<file path="config.mk">
export PLATFORM = sky130hd
export DESIGN_NAME = picmicro_hw_stack
export DESIGN_NICKNAME = d
export VERILOG_FILES = /design/src/rtl/picmicro_hw_stack.sv
export SDC_FILE = /design/constraint.sdc
export NUM_CORES = 1
export LEC_CHECK = 0
export ABC_AREA = 1
export BUFFER_PORTS_ARGS = -buffer_cell sky130_fd_sc_hd__buf_2
export CAP_MARGIN = 10
export CORE_MARGIN = 2
export CORE_UTILIZATION = 38
export DETAILED_ROUTE_END_ITERATION = 12
export PLACE_DENSITY = 0.53
export SLEW_MARGIN = 20
export SYNTH_ARGS = -nofsm -noshare
export SYNTH_HDL_FRONTEND = slang
export SYNTH_SLANG_ARGS = --single-unit
</file>
<file path="constraint.sdc">
create_clock -name clk -period 2.8 [get_ports clk]
set_input_delay 0.28 -clock clk [delete_from_list [all_inputs] [get_ports clk]]
set_output_delay 0.28 -clock clk [all_outputs]
set_load 0.005 [all_outputs]
</file>
<file path="src/rtl/picmicro_hw_stack.sv">
// picmicro_hw_stack: parametrised return-address stack with circular or saturating overflow handling
module picmicro_hw_stack #(
    parameter int WIDTH = 13,
    parameter int DEPTH = 8,
    parameter int MODE  = 0
) (
    input  logic                       clk,
    input  logic                       rst,
    input  logic                       push,
    input  logic                       pop,
    input  logic [WIDTH-1:0]           push_data,
    input  logic                       clr_flags,
    output logic [WIDTH-1:0]           top_data,
    output logic [$clog2(DEPTH+1)-1:0] depth_count,
    output logic                       empty,
    output logic                       full,
    output logic                       overflow_flag,
    output logic                       underflow_flag
);
    localparam int CW = $clog2(DEPTH + 1);
    localparam int PW = $clog2(DEPTH);

    logic [WIDTH-1:0] mem [DEPTH];
    logic [PW-1:0]    sp, sp_inc, sp_dec, sp_nxt, wr_addr;
    logic [CW-1:0]    count, cnt_nxt;
    logic             wr_en, set_ov, set_un;

    assign sp_inc      = (sp == PW'(DEPTH - 1)) ? '0 : sp + PW'(1);
    assign sp_dec      = (sp == '0) ? PW'(DEPTH - 1) : sp - PW'(1);
    assign empty       = (count == '0);
    assign full        = (count == CW'(DEPTH));
    assign depth_count = count;
    assign top_data    = (MODE == 1 && empty) ? '0 : mem[sp_dec];

    // decode push/pop into a storage write, pointer/count update and flag sets
    always_comb begin
        wr_en   = 1'b0;
        wr_addr = sp;
        sp_nxt  = sp;
        cnt_nxt = count;
        set_ov  = 1'b0;
        set_un  = 1'b0;
        if (push && pop && !empty) begin
            wr_en   = 1'b1;
            wr_addr = sp_dec;
        end else if (push) begin
            set_un = pop;
            set_ov = full;
            if (!full || MODE == 0) begin
                wr_en   = 1'b1;
                sp_nxt  = sp_inc;
                cnt_nxt = full ? count : count + CW'(1);
            end
        end else if (pop) begin
            set_un  = empty;
            sp_nxt  = (!empty || MODE == 0) ? sp_dec : sp;
            cnt_nxt = empty ? count : count - CW'(1);
        end
    end

    // register pointer, count, sticky flags and storage; reset clears all entries
    always_ff @(posedge clk) begin
        if (!rst) begin
            sp             <= '0;
            count          <= '0;
            overflow_flag  <= 1'b0;
            underflow_flag <= 1'b0;
            for (int i = 0; i < DEPTH; i++) mem[i] <= '0;
        end else begin
            sp             <= sp_nxt;
            count          <= cnt_nxt;
            overflow_flag  <= set_ov | (overflow_flag & ~clr_flags);
            underflow_flag <= set_un | (underflow_flag & ~clr_flags);
            if (wr_en) mem[wr_addr] <= push_data;
        end
    end
endmodule

</file>
**Word level (Yosys, flattened, before mapping)**

Memory sizes are Yosys's and may differ from the RTL's.
Cells that the tools add are included.

- Bits in registers: 9
- Input port bits: 18
- Latch bits: 0
- Bits in writable memories: 104
- Memories kept: 1
- Bits in read-only memories: 0
- Word-level logic and storage cells: 51

Memories:

| memory | depth | bits a word | rd ports | clocked after Yosys merged registers in | write ports | line | RTL |
|---|---|---|---|---|---|---|---|
| mem | 8 | 13 | 1 | 0 | 8 | 23 | `logic [WIDTH-1:0] mem [DEPTH];` |

- $mul: 0
- $lt $le $gt $ge: 0
- Reduce and logical (&&, ||, !) cells: 9
- Equal/unequal tests: 4
- Multiplexer cells: 23
- Shift-type cells: 0
- $add $sub $neg: 4
- Divide/modulo/power cells: 0
- Bitwise operators: 6

Operators by type and width:

| cell | count |
|---|---|
| 3-bit two-way mux | 6 |
| 4-bit two-way mux | 4 |
| 13-bit two-way mux | 1 |
| 13-bit OR reduction | 1 |
| 1-bit two-way mux | 12 |
| 4-bit by 1-bit adder with 4-bit output, second input constant | 1 |
| 4-bit == test, second input constant | 1 |
| 4-bit logical NOT | 1 |
| 2-bit != test, second input constant | 2 |
| 4-bit AND reduction | 1 |
| 4-bit by 1-bit subtractor with 4-bit output, second input constant | 1 |
| 3-bit by 1-bit adder with 3-bit output, second input constant | 1 |
| 3-bit == test, second input constant | 1 |
| 3-bit logical NOT | 1 |
| 3-bit by 1-bit subtractor with 3-bit output, second input constant | 1 |
| 1-bit bitwise AND | 2 |
| 1-bit logical AND | 2 |
| 1-bit NOT | 2 |
| 1-bit OR | 2 |
| 2-bit AND reduction | 1 |
| 2-bit nonzero test | 1 |
| 1-bit logical NOT | 1 |

**Depth between registers and ports, before layout**

Gate-level depths: netlist of run 1.

- Word-level depth: 9
- Mapped depth: 11
- Gate-level depth less buffers: 9

**Worst setup path after synthesis of run 1**

OpenSTA, ideal clock, no wires.

- Path kind: register -> register
- Start point: register sp[0]
- End point: memory mem[0][0], enable pin
- Cell stages (with the launch flop): 7
- Data arrival time: 2.310 ns
- Path buffers: 0
- Setup slack: 0.089 ns
- Required time: 2.399 ns
- Cells stage by stage: dfxtp_1 > inv_1 > ha_1 > inv_1 > o21ai_2 > nand2_4 > o21ai_0

RTL lines:

| item | line | RTL |
|---|---|---|
| start, declared | 24 | `logic [PW-1:0] sp, sp_inc, sp_dec, sp_nxt, wr_addr;` |
| start signal, assigned | 70 | `sp <= sp_nxt;` |
| end, declared | 23 |  |

**Final worst setup path of run 1**

- Start point: register sp[0]
- End point: output top_data[4]

- Word-level cells in the longest chain between the ends: 3

Ends and longest elaborated chain:

| item | line | RTL |
|---|---|---|
| 3-bit by 1-bit subtractor with 3-bit output or 3-bit logical NOT (tied branches) | 29 | `assign sp_dec = (sp == '0) ? PW'(DEPTH - 1) : sp - PW'(1);` |
| 3-bit two-way mux (*) | 29 |  |
| memory 8 x 13 bit (*) | n/a |  |
| end, declared | 13 | `output logic [WIDTH-1:0] top_data,` |

Every way passes the cells marked *; elsewhere a longest branch is shown, timed or not.

==> results of run 1 <==
==> where the power goes <==
group          internal (uW)  switching, uW
Sequential              2020           87.5
Clock                   1200            761
Combinational            623           1420
Total                   3840           2270
==> how the worst max path moves through the flow <==
stage,end,depth (start not counted),slack [ns]
finish,top_data[4],11,0.18
global route,top_data[4],11,0.03
CTS,top_data[4],11,0.05
detailed placement,mem[6][3]$_SDFFCE_PN0P_,10,0.44
global placement,mem[6][4]$_SDFFCE_PN0P_,10,0.51
floorplan,mem[0][0]$_SDFFCE_PN0P_,6,0.09
==> layer usage <==
layer | global-route usage, % | wire (um) | vias to the layer above
li1 | - | - | 2153
met1 | 25.0 | 6920 | 2152
met2 | 31.0 | 7530 | 100
met3 | 4.15 | 725 | 18
met4 | 6.70 | 274 | 0
met5 | 0 | 0 | -
==> flip-flops by register name (all words and copies together), names as in the netlist <==
name and flops:
mem 104, sp 3, overflow_flag 1, depth_count 4, underflow_flag 1
==> placed cells by master (no fill, tap or decap), types with 8 or more instances in the layout <==
master / n
nor3_2: 80
buf_4: 27
clkbuf_16: 18
edfxtp_1: 104
nor3_1: 24
o211ai_1: 13
buf_2: 38
inv_1: 67
clkinv_1: 16
o21ai_1: 8
dfxtp_1: 8
o21ai_0: 45
a21oi_1: 45
nor2_1: 9
nand2_1: 112
==> per-stage QoR <==
stage	setup slack, ns	total power [uW]	hold slack (ns)	area, um^2	cells
final	0.179	6110	0.127	7110	878
after floorplan	0.0891	3510	0.416	6120	604
after detailed placement	0.443	4160	0.456	6550	846
after CTS	0.0526	6110	0.113	7080	877
after global placement	0.509	4130	0.453	6550	846
after global routing	0.0259	6440	0.127	7110	878
==> cells by family after synthesis <==
logic type,count (synthesis)
flip-flops,113
adder cells (fa/ha/maj),7
buffers and inverters,122
AND/OR/NAND/NOR,246
XOR/XNOR,2
AO/OA/AOI/OAI,114
==> layout make-up <==
cell class / instances / area, um^2
Inverter: 82 / 308
Clock inverter: 12 / 95.1
Multi-Input combinational cell: 369 / 2260
Fill cell: 1504 / 8720
Clock buffer: 19 / 433
Timing Repair Buffer: 67 / 438
Sequential cell: 113 / 3300
Tap cell: 216 / 270
==> worst register-to-register path, cell delays in order, from the launching register on <==
cell and delay (ns):
dfxtp_2 0.39, inv_1 0.10, ha_1 0.22, inv_1 0.05, nand2_1 0.05, nand3_2 0.19
nand3_1 0.12, nand2_2 0.11, nand2_2 0.17, o21ai_1 0.35, buf_4 0.27
==> impl_results.md, run 1 <==
- Status: finished, final reports clean
- Vias per cell: 5.04
- Most area-consuming cells after synthesis: edfxtp_1 (51%), nor3_2 (13%), nand2_1 (6.9%), o21ai_0 (4.3%), inv_1 (4.1%)
- Top-count cell post-synth: nand2_1
- Commonest cells in the netlist: nand2_1 (113), edfxtp_1 (104), nor3_2 (80), inv_1 (67), o21ai_0 (53)
- Area Overhead vs Synth: 16.2%
- Yosys warns: 0
- TritonRoute pass-1 iters: 5
- Biggest area consumer among synthesized cells: edfxtp_1
- Worst Hold Class: input port to register
- Number of port buffers: 38
- Max-Cap Viols: 0
- Worst Path Buf+Inv: 3
- Clk slew on worst S/H paths: 0.05 ns
- Pwr dens: 859 nW/um^2
- CP startpoint kind: register
- Core area: 15800 um^2
- Initial Util: 38.7%
- Layout cells sized above 1: 29.2%
- CP startpoint: sp[0]$_SDFFE_PN0P_
- Cell count of the worst reg-to-reg path: 10
- Clk buf depth: 2
- Most used DFF post-synth: edfxtp_1
- RR Startpoint: sp[0]$_SDFFE_PN0P_
- Core Util, Final: 44.9%
- Hold Path Depth: 4
- Setup TNS: 0 ns
- Critical Path AT: 2.34 ns
- Final setup vio count: 0
- Hold Buf Count CTS: 0
- Reg2Reg Capture Point: mem[6][6]$_SDFFCE_PN0P_
- Final count of pins violating max slew: 0
- Sequential fraction of the synthesis area: 54.0%
- Period minus WS final: 2.62 ns
- Tcrit/Tclk final: 93.6%
- Mux cell area share after synthesis: 0%
- Flop2flop setup slack: 0.47 ns
- Cell with the largest stage delay on the worst path: dfxtp_2
- Initial antenna violation count: 0
- Syn_nets: 629
- Grt ovf: 0
- Post-CTS setup buffer count: 0
- Clock Sinks: 113
- Post-synthesis cell type count: 30
- CTS buffer count: 17
- # H-tree levels: 4
- First-pass GRT wire length: 23.8 mm
- Post-DR wirelength/cell: 17.6 um
- Horiz. Die Dim: 131 um
- Post-synth EDFFs: 104
- Fmax: 382 MHz
- Hold Path Sink: underflow_flag$_SDFF_PN0_
- Nets: 675
- Clock latency on the worst-skew pair: 0.42 ns
- Antenna diodes: 0
- Fin. Hold Viols: 0
- Min-delay src: clr_flags
- CP dominant cell by count: nand2_1
- Max IR drop VDD: 0.604 mV
- #FFs+latches synth: 113
- Max-Slew Margin vs Limit: 62.8%
- Worst-path fanout max: 40
- Total wire length: 15.5 mm
- Async set-reset flop share out of synthesis: 0%
- Class of the most critical setup path: register to output pin
- Synth Area in Simple Gates: 24.9%
- Worst EP required: 2.52 ns
- CP max stage delay: 0.39 ns
- RSZ-0062 raised after global routing: false
- PostCTS Resize Cnt: 0
- Yosys top cell area share: 51.0%
- CTS tree: yes
- Clock skew: 0.00793 ns
- DP HPWL: 10.4 mm
- Avg Inst Size Synth: 10.1 um^2
- CTS root buffer: clkbuf_16
- Synth Cell Area: 6120 um^2
- GRT Total Usage: 19.0%
- Post-synthesis xor/xnor area fraction: 0.286%
- Routability cong.: 0.833
- Boundary Pins: 39
- Delay-heaviest family, CP: simple AND/OR/NAND/NOR gates
- Largest net degree at the start of global routing: 81
- Post-route ant nets: 0
- Routed via count: 4423
- Rows: 46
- Worst path cell trace: inv_1 > ha_1 > nand2_1 > nand2_4 > buf_12 > a21oi_1 > o21ai_0 > nand2_1 > nand2_1 > nand2_1 > buf_2
- Main combinational cell family by area after synthesis: simple AND/OR/NAND/NOR gates
- Die height: 131 um
- P_leak: 0.00275 uW
- Post-synthesis instance total: 604
- Worst-margin pin slew: 0.559 ns
- Area of the die: 17100 um^2
- Crit end category: output pin
- Initial DRC count: 360
- DRC violations left: 0
- Post-synthesis adder-cell area fraction: 1.55%
- Synth Area in Compound Gates: 10.0%
- Vias in the first global route: 4267
Note: power is estimated with default switching activity, not from simulation.
==> inputs of run 2 (changes only) <==
--- a/config.mk
+++ b/config.mk
@@ -5,7 +5,6 @@
 export SDC_FILE = /design/constraint.sdc
 export NUM_CORES = 1
 export LEC_CHECK = 0
-export ABC_AREA = 1
 export BUFFER_PORTS_ARGS = -buffer_cell sky130_fd_sc_hd__buf_2
 export CAP_MARGIN = 10
 export CORE_MARGIN = 2
==> impl_results.md, run 2 <==
- Area of the die: 15800 um^2 (-7.8%)
- Boundary Pins: 39 (unchanged)
- Final count of pins violating max slew: 0 (unchanged)
- Max IR drop VDD: 0.473 mV (-22%)
- Async set-reset flop share out of synthesis: 0% (unchanged)
- Fmax: 366 MHz (-4.0%)
- CP startpoint kind: register
- First-pass GRT wire length: 22.2 mm (-6.8%)
- CTS buffer count: 17 (unchanged)
- Class of the most critical setup path: register to output pin
- Clk buf depth: 2 (unchanged)
- Yosys warns: 0 (unchanged)
- Horiz. Die Dim: 126 um (-4.0%)
- Top-count cell post-synth: edfxtp_1
- # H-tree levels: 4 (unchanged)
- Fin. Hold Viols: 0 (unchanged)
- Largest net degree at the start of global routing: 40 (-51%)
- Clock skew: 0.0111 ns (+0.00316 ns)
- DP HPWL: 8.48 mm (-18%)
- Status: finished, final reports clean
- Post-DR wirelength/cell: 22.3 um (+26%)
- GRT Total Usage: 19.1% (+0.15 points)
- Vias in the first global route: 3685 (-14%)
- Routed via count: 3504 (-21%)
- Yosys top cell area share: 55.5% (+4.5 points)
- Pwr dens: 853 nW/um^2 (-0.59%)
- Most area-consuming cells after synthesis: edfxtp_1 (55%), mux4_2 (10%), and3_1 (10%), dfxtp_1 (3.2%), mux2_2 (2.6%)
- Die height: 126 um (-4.0%)
- Total power: 5820 uW (-4.6%)
- Cell count of the worst reg-to-reg path: 6 (-4)
- Critical Path AT: 2.45 ns (+0.11 ns)
- Post-synthesis cell type count: 58 (+93%)
- Layout cells sized above 1: 34.6% (+5.4 points)
- Initial Util: 38.9% (+0.19 points)
- Most flop-heavy register: mem
- DRC violations left: 0 (unchanged)
- Avg Inst Size Synth: 14.4 um^2 (+42%)
- Synth Cell Area: 5630 um^2 (-8.1%)
- Vias per cell: 5.40 (+7.2%)
- Min-delay src: clr_flags
- Clock Sinks: 113 (unchanged)
- Most used DFF post-synth: edfxtp_1
- Nets: 476 (-29%)
- Flop2flop setup slack: 0.25 ns (-0.22 ns)
- Commonest non-fill, non-tap cell in the layout: edfxtp_1
- Tcrit/Tclk final: 97.5% (+3.9 points)
- Worst-margin pin slew: 0.775 ns (+0.216 ns)
- Number of port buffers: 38 (unchanged)
- Max reg flops: 104 (unchanged)
- Crit path to: top_data[7]
- Max-Slew Margin vs Limit: 48.2% (-15 points)
- Initial DRC count: 284 (-21%)
- Clock latency on the worst-skew pair: 0.41 ns (about the same)
- CTS root buffer: clkbuf_16
- Post-synthesis instance total: 392 (-35%)
- Rows: 44 (-4.3%)
- RR Startpoint: depth_count[0]$_SDFFE_PN0P_
- TritonRoute pass-1 iters: 5 (unchanged)
- Post-placement cell count: 609 (-28%)
- #FFs+latches synth: 113 (unchanged)
- Routability cong.: 0.795 (-4.5%)
- Biggest area consumer among synthesized cells: edfxtp_1
- Final Non-Filler Cells: 649 (-26%)
- Post-route ant nets: 0 (unchanged)
- Worst Hold Class: input port to register
- Clk slew on worst S/H paths: 0.05 ns (about the same)
- CTS tree: yes
- Final setup vio count: 0 (unchanged)
- Grt ovf: 0 (unchanged)
- Initial antenna violation count: 1 (+1)
- Worst EP required: 2.52 ns (about the same)
- Commonest non-fill, non-tap cells in the layout: edfxtp_1 (104), and3_1 (92), buf_2 (38)
- P_leak: 0.00287 uW (+4.1%)
- Post-synth EDFFs: 104 (unchanged)
- Core Util, Final: 47.1% (+2.2 points)
- CP startpoint: sp[1]$_SDFFE_PN0P_
- Reg2Reg Capture Point: mem[1][12]$_SDFFCE_PN0P_
- Core area: 14500 um^2 (-8.5%)
- Sequential fraction of the synthesis area: 58.7% (+4.7 points)
- Period minus WS final: 2.73 ns (+0.110 ns)
- Crit end category: output pin
- Max-Cap Viols: 0 (unchanged)
- Area Overhead vs Synth: 21.2%
- Worst-path fanout max: 7 (-83%)
- Total wire length: 14.5 mm (-6.5%)
- Syn_nets: 417 (-34%)
- Commonest cells in the netlist: edfxtp_1 (104), and3_1 (92), mux4_2 (26), nand2_1 (20), nor2_1 (20)
run 2: changes by cell type after synthesis, sizes merged, moves of 37 or more:
cell   before  now
o21ai      56   11
nand2     121   20
a21oi      45    8
inv        69    6
nor3      104    4
and3        0   93
run 2: power by group:
part	total [uW]	switching (uW)	internal (uW)
logic	1700	919	784
clock network	2020	724	1290
registers	2100	84.9	2020
total	5820	1730	4090
run 2: final cells by class:
| class | instances | area [um^2] |
|---|---|---|
| Antenna cell | 2 | 5.00 |
| Clock buffer | 20 | 437 |
| Clock inverter | 11 | 116 |
| Fill cell | 1281 | 7660 |
| Inverter | 8 | 37.5 |
| Multi-Input combinational cell | 241 | 2140 |
| Sequential cell | 113 | 3310 |
| Tap cell | 184 | 230 |
| Timing Repair Buffer | 70 | 549 |
run 2: critical path: stages (launching register included):
cell     delay (ns)
dfxtp_4        0.37
inv_4          0.06
ha_4           0.17
a21oi_4        0.19
buf_6          0.16
buf_12         0.14
mux4_2         0.49
mux2_2         0.31
buf_2          0.14
run 2: worst min path at each step:
stage,endpoint,slack [ns],depth (start not counted)
after detailed placement,overflow_flag$_SDFF_PN0_,0.50,2
final,overflow_flag$_SDFF_PN0_,0.19,4
after global routing,overflow_flag$_SDFF_PN0_,0.21,4
after floorplan,overflow_flag$_SDFF_PN0_,0.46,3
after CTS,overflow_flag$_SDFF_PN0_,0.18,4
after global placement,overflow_flag$_SDFF_PN0_,0.47,2
run 2: what timing repair did:
item,4_1_cts,5_1_grt
cloned,2,0
setup buffers,3,2
hold buffers,0,0
resized for setup,9,8
pin swaps,1,2
setup endpoints to repair,13,13
run 2: kinds of logic after synthesis:
logic type                 Yosys count  share of synthesized area, %
and+or+nand+nor                    147                          15.0
DFF                                113                          58.7
AOI/OAI and AO/OA                   45                          7.11
muxes                               40                          13.2
buffers and inverters               38                          4.00
adders and majority gates            7                          1.69
xor gates and xnor gates             2                         0.311
run 2: through the flow:
step	setup WS (ns)	hold slack [ns]	area (um^2)	TNS [ns]
CTS	0.0384	0.176	6770	0
detailed placement	0.210	0.500	6110	0
global placement	0.257	0.474	6110	0
global route	-0.00341	0.211	6820	-0.00720
floorplan	-0.180	0.457	5630	-4.70
finish	0.0689	0.187	6820	0
run 2: layer usage:
layer / share of wire (%) / GRT usage, % / up-vias
met3: 7.1 / 4.55 / 2
met4: 0.32 / 5.49 / 0
met2: 49 / 29.8 / 110
met5: 0 / 0 / -
met1: 43 / 27.0 / 1723
li1: - / - / 1669
